$ cat src/rtl/pop_counter_bank.sv
// Per-channel pop counters for the four output FIFOs,
// with a one-cycle readout port gated by the transaction-layer IDLE state.
module pop_counter_bank #(
    parameter int CW  = 5,
    parameter int NCH = 4
) (
    input  logic          clk,
    input  logic          reset,
    input  logic          idle,
    input  logic          pop_in0,
    input  logic          pop_in1,
    input  logic          pop_in2,
    input  logic          pop_in3,
    input  logic          empty4,
    input  logic          empty5,
    input  logic          empty6,
    input  logic          empty7,
    input  logic          req,
    input  logic [1:0]    idx,
    output logic [CW-1:0] contador,
    output logic          valid
);

    typedef enum logic {
        WAIT  = 1'b0,
        SERVE = 1'b1
    } rd_state_e;

    localparam logic [CW-1:0] CNT_MAX = {CW{1'b1}};

    logic [NCH-1:0] pop;
    logic [NCH-1:0] empty;
    logic [NCH-1:0] hit;

    logic [CW-1:0]  cnt_q [NCH];

    rd_state_e      state_q;
    rd_state_e      state_d;
    logic           req_q;
    logic           req_d;
    logic [CW-1:0]  data_q;
    logic [CW-1:0]  data_d;

    assign pop   = {pop_in3, pop_in2, pop_in1, pop_in0};
    assign empty = {empty7, empty6, empty5, empty4};
    assign hit   = pop & ~empty;

    // Counters are independent of the readout path; they saturate.
    for (genvar i = 0; i < NCH; i++) begin : g_cnt
        always_ff @(posedge clk) begin
            if (reset) begin
                cnt_q[i] <= '0;
            end else if (hit[i] && (cnt_q[i] != CNT_MAX)) begin
                cnt_q[i] <= cnt_q[i] + 1'b1;
            end
        end
    end

    always_ff @(posedge clk) begin
        if (reset) begin
            state_q <= WAIT;
            req_q   <= 1'b0;
            data_q  <= '0;
        end else begin
            state_q <= state_d;
            req_q   <= req_d;
            data_q  <= data_d;
        end
    end

    // Snapshot is taken from pre-increment counter values.
    always_comb begin
        state_d = WAIT;
        req_d   = 1'b0;
        data_d  = '0;
        unique case (1'b1)
            idle: begin
                state_d = SERVE;
                req_d   = req;
                if (req) begin
                    data_d = cnt_q[idx];
                end
            end
            default: begin
                state_d = WAIT;
            end
        endcase
    end

    assign valid    = (state_q == SERVE) && req_q;
    assign contador = data_q;

endmodule

$ cat config.mk
export PLATFORM = sky130hd
export DESIGN_NAME = pop_counter_bank
export DESIGN_NICKNAME = d
export VERILOG_FILES = /design/src/rtl/pop_counter_bank.sv
export SDC_FILE = /design/constraint.sdc
export NUM_CORES = 1
export LEC_CHECK = 0
export ABC_AREA = 1
export ABC_CLOCK_PERIOD_IN_PS = 2470
export CAP_MARGIN = 5
export CORE_ASPECT_RATIO = 1.1
export CORE_MARGIN = 2
export CORE_UTILIZATION = 45
export CTS_CLUSTER_DIAMETER = 50
export DETAILED_ROUTE_END_ITERATION = 8
export DONT_BUFFER_PORTS = 1
export GPL_TIMING_DRIVEN = 0
export HOLD_SLACK_MARGIN = 0.12
export RECOVER_POWER = 25
export SLEW_MARGIN = 10
export SYNTH_ARGS = -nofsm -noshare
export SYNTH_HDL_FRONTEND = slang
export SYNTH_SLANG_ARGS = --single-unit
$ cat constraint.sdc
create_clock -name clk -period 2.47 [get_ports clk]
set_input_delay 0.247 -clock clk [delete_from_list [all_inputs] [get_ports clk]]
set_output_delay 0.247 -clock clk [all_outputs]
set_load 0.02 [all_outputs]
# == After elaboration in Yosys (flattened, before gate mapping) ==
# Memory sizes are Yosys's and may differ from the RTL's. A register that Yosys moved wholly into a read port is not among the register bits.
# Index checks and enable logic that the tools add are counted.
# Widths: inputs -> output; s select.
# word_totals
mem_count,1
word_cells,45
ff_bits,2
output_inout_bits,6
ram_bits,20
# mem_list
name,words,width,read_ports,rd_clocked_by_memory_dff,write_ports,line,source
cnt_q,4,5,5,1,4,35,logic [CW-1:0] cnt_q [NCH];
# classes
n_eq_ne,4
muxes,19
add_sub_neg,4
n_bitwise,8
reduce_logical,7
# op_table
operator,count
$add 5x1->5 const B,4
$mux 5,4
$ne 5x5->1 const B,4
$mux 1,15
$logic_and 1x1->1,5
$and 4x4->4,1
$not 4->4,1
$or 1x1->1,4
$reduce_or 3->1,1
$not 1->1,2
$reduce_or 2->1,1

# == Depth between registers and ports, before layout ==
# Gate-level depths: netlist of the first run.
# depth
depth_word,7
ltp_mapped,7
mapped_depth_nobuf,7

# == Worst setup path after synthesis of the first run ==
# OpenSTA, ideal clock, no wires.
# synth_path
kind,flip-flop to flip-flop
from,mem cnt_q[2][0]
to,mem cnt_q[2][0] (enable)
period_less_slack_ps,1560
slack_ps,910
arrival_time_ps,1247
setup_ps,313
path_stages_with_launch,8
cell_sequence,edfxtp_1 ha_1 nand2_1 nor2_1 ha_1 inv_1 nand3_1 nand2_1
# synth_rtl
element,line
start: declaration,35

==> flow_metrics.env, run 1 <==
export IMPL_clk_insertion_delay_late_ps=330
export IMPL_max_cap_violations=0
export IMPL_synth_compound_area_share_pct=3.178
export IMPL_yosys_area_share_simple_pct=29.91
export IMPL_drt_wl_total_um=2698
export IMPL_cp_max_fo=5
export IMPL_antenna_found_initial=0
export IMPL_ys_types=17
export IMPL_clock_path_buffers=2
export IMPL_worstHoldPathType="input pin to register"
export IMPL_crit_slowest_cell="edfxtp_1"
export IMPL_n_antenna_cell=0
export IMPL_drc=0
export IMPL_overflow=0
export IMPL_fp_row_count=22
export IMPL_drt_vias_per_instance=5.118
export IMPL_slew_violations=0
export IMPL_reg2reg_to="cnt_q[2][2]"
export IMPL_finalSetupViolations=0
export IMPL_arrival_ps=1800
export IMPL_rsz0062_at_grt="no"
export IMPL_worst_r2r_path_depth=7
export IMPL_place_port_buffers=0
export IMPL_grt_pass1_vias=1060
export IMPL_area_growth_pct=7.579
export IMPL_crit_path_start_kind="register"
export IMPL_antenna_left=0
export IMPL_nNetsFinal=208
export IMPL_crit_type="register to register"
export IMPL_setup_ws_ps=718.0
export IMPL_die_h_um=65.26
export IMPL_cts_buffers=3
export IMPL_seq_area_frac_synth_pct=48.25
export IMPL_syn_num_nets=198
export IMPL_grt_max_degree=15
export IMPL_worst_hold_slack_ps=172.3
export IMPL_max_stage_delay_ps=500
export IMPL_final_hold_violation_count=0
export IMPL_synth_xor_area_share_pct=0
export IMPL_max_freq_mhz=570.8
export IMPL_cts_tree="yes"
export IMPL_ir_drop_mv=0.2541
export IMPL_reg2reg_from="cnt_q[2][0]"
export IMPL_ys_ff_latch=27
export IMPL_cts_sinks=27
export IMPL_synthMuxAreaShare_pct=0
export IMPL_clk_pin_slew_ps=140
export IMPL_drtPass1Iterations=5
export IMPL_num_vias=1131
export IMPL_tns_ps=0
export IMPL_startpoint="cnt_q[2][0]"
export IMPL_synth_fa_ha_area_share_pct=6.520
export IMPL_tightest_slew_ps=234.0
export IMPL_initial_core_util_pct=46.48
export IMPL_root_buffer="clkbuf_4"
export IMPL_status="finished, final reports clean"
export IMPL_regArea_um2=740.7
export IMPL_final_area_mm2=0.001652
export IMPL_placed_area_mm2=0.001580
export IMPL_pin_count=20
export IMPL_slew_headroom_pct=84.37
export IMPL_cp_endpoint="cnt_q[2][2]"
export IMPL_power_mw=0.8308
export IMPL_power_density_mw_per_mm2=503.0
export IMPL_multi_input_area_um2=603.1
export IMPL_hpwlAfterDp_um=2054
export IMPL_layout_drive_gt1_share_pct=9.730
export IMPL_crit_chain="ha_1 -> nand2_1 -> nor2_1 -> ha_1 -> inv_1 -> nand3_1 -> nand2_1"
export IMPL_synth_avg_cell_area_um2=8.723
export IMPL_htreeDepth=1
export IMPL_p_leak_nw=0.7671
export IMPL_place_ws_ps=735.9
export IMPL_grt_first_pass_wirelength_um=4588
export IMPL_layout_commonest_cell="inv_1"
export IMPL_postSynthCellCount=176
export IMPL_finClkSkew_ps=8.410
export IMPL_reg2reg_slack_ps=720
export IMPL_worst_endpoint_required_ps=2510
export IMPL_dieWidth_um=59.69
export IMPL_period_share_pct=70.93
export IMPL_wl_per_cell_um=12.21
export IMPL_core_mm2=0.003303
export IMPL_synth_top_family_by_area="simple AND/OR/NAND/NOR gates"
export IMPL_synthesis_area_mm2=0.001535
export IMPL_die_area_mm2=0.003895
export IMPL_ys_warn_count=0
export IMPL_fin_crit_ps=1752
export IMPL_gp_congestion=0.7937
export IMPL_num_fill_cells=336
export IMPL_crit_path_end_kind="register"
export IMPL_drtIter0Drc=40
export IMPL_layout_common_cells="44 x inv_1, 34 x nand2_1, 20 x edfxtp_1, 18 x nor2_1, 18 x nand3_1"
export IMPL_track_usage_pct=15.61
## metrics by stage
stage	utilization (%)	instances
finish	50.00	221
global route	50.00	221
CTS	50.15	221
detailed placement	47.84	212
global placement	47.84	212
floorplan	-	176
## layer usage
layer	part of all wire, %	global-route usage [%]
met1	42	20.15
met2	49	25.14
met3	5.7	2.953
met4	2.6	6.667
met5	0	0
## power by group
part	switching (mW)	total, mW	internal [mW]
Combinational	0.0622	0.0993	0.0371
Clock	0.129	0.192	0.0634
Sequential	0.0249	0.539	0.514
## cell type report
class	instances	share of cell area (%)
Tap cell	36	2.727
Sequential cell	27	44.85
Multi-Input combinational cell	102	36.52
Clock buffer	4	1.591
Buffer	1	0.6818
Inverter	46	10.61
Timing Repair Buffer	5	3.030
## cell usage after synthesis, drive strengths merged
cell    number  share of area (%)
edfxtp      20                 39
nand3       18                5.9
nand4        8                7.2
a21oi        9                3.2
nor3         4                2.6
nor2        21                5.8
ha           8                6.5
dfxtp        7                9.1
buf          1               0.73
inv         46                 11
nand2       34                8.5
## worst min path at each step
stage	from	end	slack (ps)	depth (start not counted)
final	idx[1]	contador[2]	170	3
after global routing	idx[1]	contador[4]	180	3
after CTS	idx[1]	contador[2]	160	3
after detailed placement	reset	state_q	330	1
after global placement	reset	state_q	330	1
after floorplan	reset	state_q	330	1
## logic make-up after synthesis
| kind of cell | Yosys count |
|---|---|
| fa+ha+maj | 8 |
| simple gates | 85 |
| compound gates | 9 |
| buf+inv | 47 |
| flops | 27 |
## critical path, delay by kind of cell, from the launching register on
kind / cells / cell delay [ps]
flip-flops: 1 / 500
adder cells (fa/ha/maj): 2 / 430
AND/OR/NAND/NOR: 4 / 430
buffers and inverters: 1 / 110
## registers in the layout (all words and copies together) (netlist names)
register,cells
req_q,1
state_q,1
contador,5
cnt_q,20
## what timing repair did
action | CTS | global route
endpoints found under the setup margin | 0 | 0
endpoints found under the hold margin | 7 | 0
hold buffers | 5 | 0
buffers inserted | 0 | 0
resized for setup | 0 | 0
Note: power is estimated with default switching activity, not from simulation.
==> run 2: changes to the inputs <==
ABC_CLOCK_PERIOD_IN_PS = 1600   (was 2470)
clock period = 1.6 ns   (was 2.47 ns; I/O delays follow)
==> run 2 against run 1 <==
  * Clock power is 57% higher
  * Non-clock buffer count grew 10
  * Hold slack lost 55 ps
  * Sequential share of layout area down 3.1 points
  * Power increased by 59%
  * Clock skew is 1.4 ps lower
  * Sequential power up 53%
  * Via count increased by 2.3%
  * Final cell count increased by 4.5%
  * Critical path type unchanged
  * Largest cell class unchanged
  * Highest routed layer unchanged
==> flow_metrics.env, run 2 (synthesized netlist as in run 1, its figures left out) <==
export IMPL_tightest_slew_ps=208.2
export IMPL_drtIter0Drc=34
export IMPL_fp_row_count=22
export IMPL_antenna_left=0
export IMPL_fin_crit_ps=1528
export IMPL_finalSetupViolations=0
export IMPL_track_usage_pct=16.18
export IMPL_worstHoldPathType="input pin to register"
export IMPL_crit_type="register to register"
export IMPL_place_port_buffers=0
export IMPL_worst_endpoint_required_ps=1660
export IMPL_power_mw=1.322
export IMPL_initial_core_util_pct=46.48
export IMPL_power_share_clock_pct=22.8
export IMPL_sw_frac_of_total_pct=26.44
export IMPL_grt_pass1_vias=1115
export IMPL_layout_drive_gt1_share_pct=22.05
export IMPL_fin_cells=231
export IMPL_setup_ws_ps=71.96
export IMPL_crit_path_end_kind="register"
export IMPL_place_ws_ps=-134.1
export IMPL_p_comb_share_pct=14.9
export IMPL_clk_insertion_delay_late_ps=340
export IMPL_cts_sinks=27
export IMPL_cp_max_fo=5
export IMPL_n_antenna_cell=0
export IMPL_area_growth_pct=15.57
export IMPL_grt_max_degree=15
export IMPL_wl_per_cell_um=12.22
export IMPL_max_cap_violations=0
export IMPL_layout_common_cells="40 x inv_1, 29 x nand2_1, 20 x edfxtp_1, 17 x nor2_1, 16 x nand3_1"
export IMPL_root_buffer="clkbuf_4"
export IMPL_die_h_um=65.26
export IMPL_pin_count=20
export IMPL_cts_tree="yes"
export IMPL_num_fill_cells=316
export IMPL_largest_reg_flops=20
export IMPL_htreeDepth=1
export IMPL_drc=0
export IMPL_drt_wl_total_um=2823
export IMPL_min_delay_start="pop_in1"
export IMPL_crit_path_start_kind="register"
export IMPL_antenna_found_initial=0
export IMPL_die_area_mm2=0.003895
export IMPL_layout_commonest_cell="inv_1"
export IMPL_slew_violations=0
export IMPL_hpwlAfterDp_um=2054
export IMPL_finClkSkew_ps=7.011
export IMPL_slew_headroom_pct=86.07
export IMPL_drt_vias_per_instance=5.009
export IMPL_p_int_mw=0.9726
export IMPL_num_vias=1157
export IMPL_overflow=0
export IMPL_dieWidth_um=59.69
export IMPL_p_leak_nw=0.8118
export IMPL_final_hold_violation_count=0
export IMPL_core_mm2=0.003303
export IMPL_nNetsFinal=218
export IMPL_arrival_ps=1590
export IMPL_dp_cells=212
export IMPL_power_density_mw_per_mm2=745.2
export IMPL_reg2reg_from="cnt_q[2][1]"
export IMPL_period_share_pct=95.50
export IMPL_max_freq_mhz=654.4
export IMPL_drtPass1Iterations=4
export IMPL_tns_ps=0
export IMPL_gp_congestion=0.7937
export IMPL_ir_drop_mv=0.4067
export IMPL_clock_path_buffers=2
export IMPL_cts_buffers=3
export IMPL_switchingPower_mw=0.3495
export IMPL_status="finished, final reports clean"
export IMPL_worst_hold_slack_ps=117.4
export IMPL_startpoint="cnt_q[2][1]"
export IMPL_top_register="cnt_q"
export IMPL_grt_first_pass_wirelength_um=4781
export IMPL_clk_pin_slew_ps=140
export IMPL_seq_power_share_pct=62.3
-- run 2: cell types whose count changed in the layout (fill, tap and decap cells not counted), moves of 5 or more --
cell	before	now
ha_2	0	5
nand2_1	34	29
ha_1	8	3
buf_4	0	8
-- run 2: path summary, 6_finish.rpt --
kind,to,slack (ps),cells after the start
setup / recovery,cnt_q[2][3],70,7
hold / removal,cnt_q[1][2],120,2
setup reg to reg,cnt_q[2][3],70,7
hold reg to reg,cnt_q[3][3],670,2
-- run 2: critical path, stage by stage, from the launching register on --
cell      delay (ps)
edfxtp_1         430
ha_2             210
nand2_1           80
nor2_1            50
ha_1             180
inv_2             90
nand3_2           80
nand2_2          140
-- run 2: repair_timing --
action	CTS	global route
pin swaps	0	5
buffers inserted	7	1
hold buffers	7	0
gates resized for setup	5	12
setup endpoints to repair	21	23
hold endpoints to repair	15	0
-- run 2: per-layer routing --
layer | vias up | track usage (%) | wire length, µm
met5 | - | 0 | 0
met4 | 0 | 7.500 | 85
met3 | 10 | 2.953 | 120
met2 | 22 | 26.09 | 1384
met1 | 528 | 20.65 | 1233
li1 | 597 | - | -
-- run 2: metrics by stage --
step | area, µm² | util, %
finish | 1774 | 53.71
global route | 1774 | 53.71
CTS | 1739 | 52.65
detailed placement | 1580 | 47.84
global placement | 1580 | 47.84
floorplan | 1535 | -
-- run 2: final cells by class --
class | instances | area, µm² | share of cell area [%]
flip-flops and latches | 27 | 740.7 | 41.75
multi-input cells | 102 | 645.6 | 36.39
inverters | 46 | 175.2 | 9.873
repair buffers | 15 | 130.1 | 7.334
well taps | 36 | 45.04 | 2.539
clock buffers | 4 | 26.28 | 1.481
plain buffers | 1 | 11.26 | 0.6347
-- run 2: power groups by stage --
stage	Sequential, mW	Combinational [mW]	Clock (mW)
4_1_cts	0.824	0.192	0.305
3_5_place_dp	0.848	0.145	0
5_1_grt	0.830	0.226	0.328
6_report	0.824	0.197	0.301
2_1_floorplan	0.838	0.119	0
3_3_place_gp	0.846	0.139	0
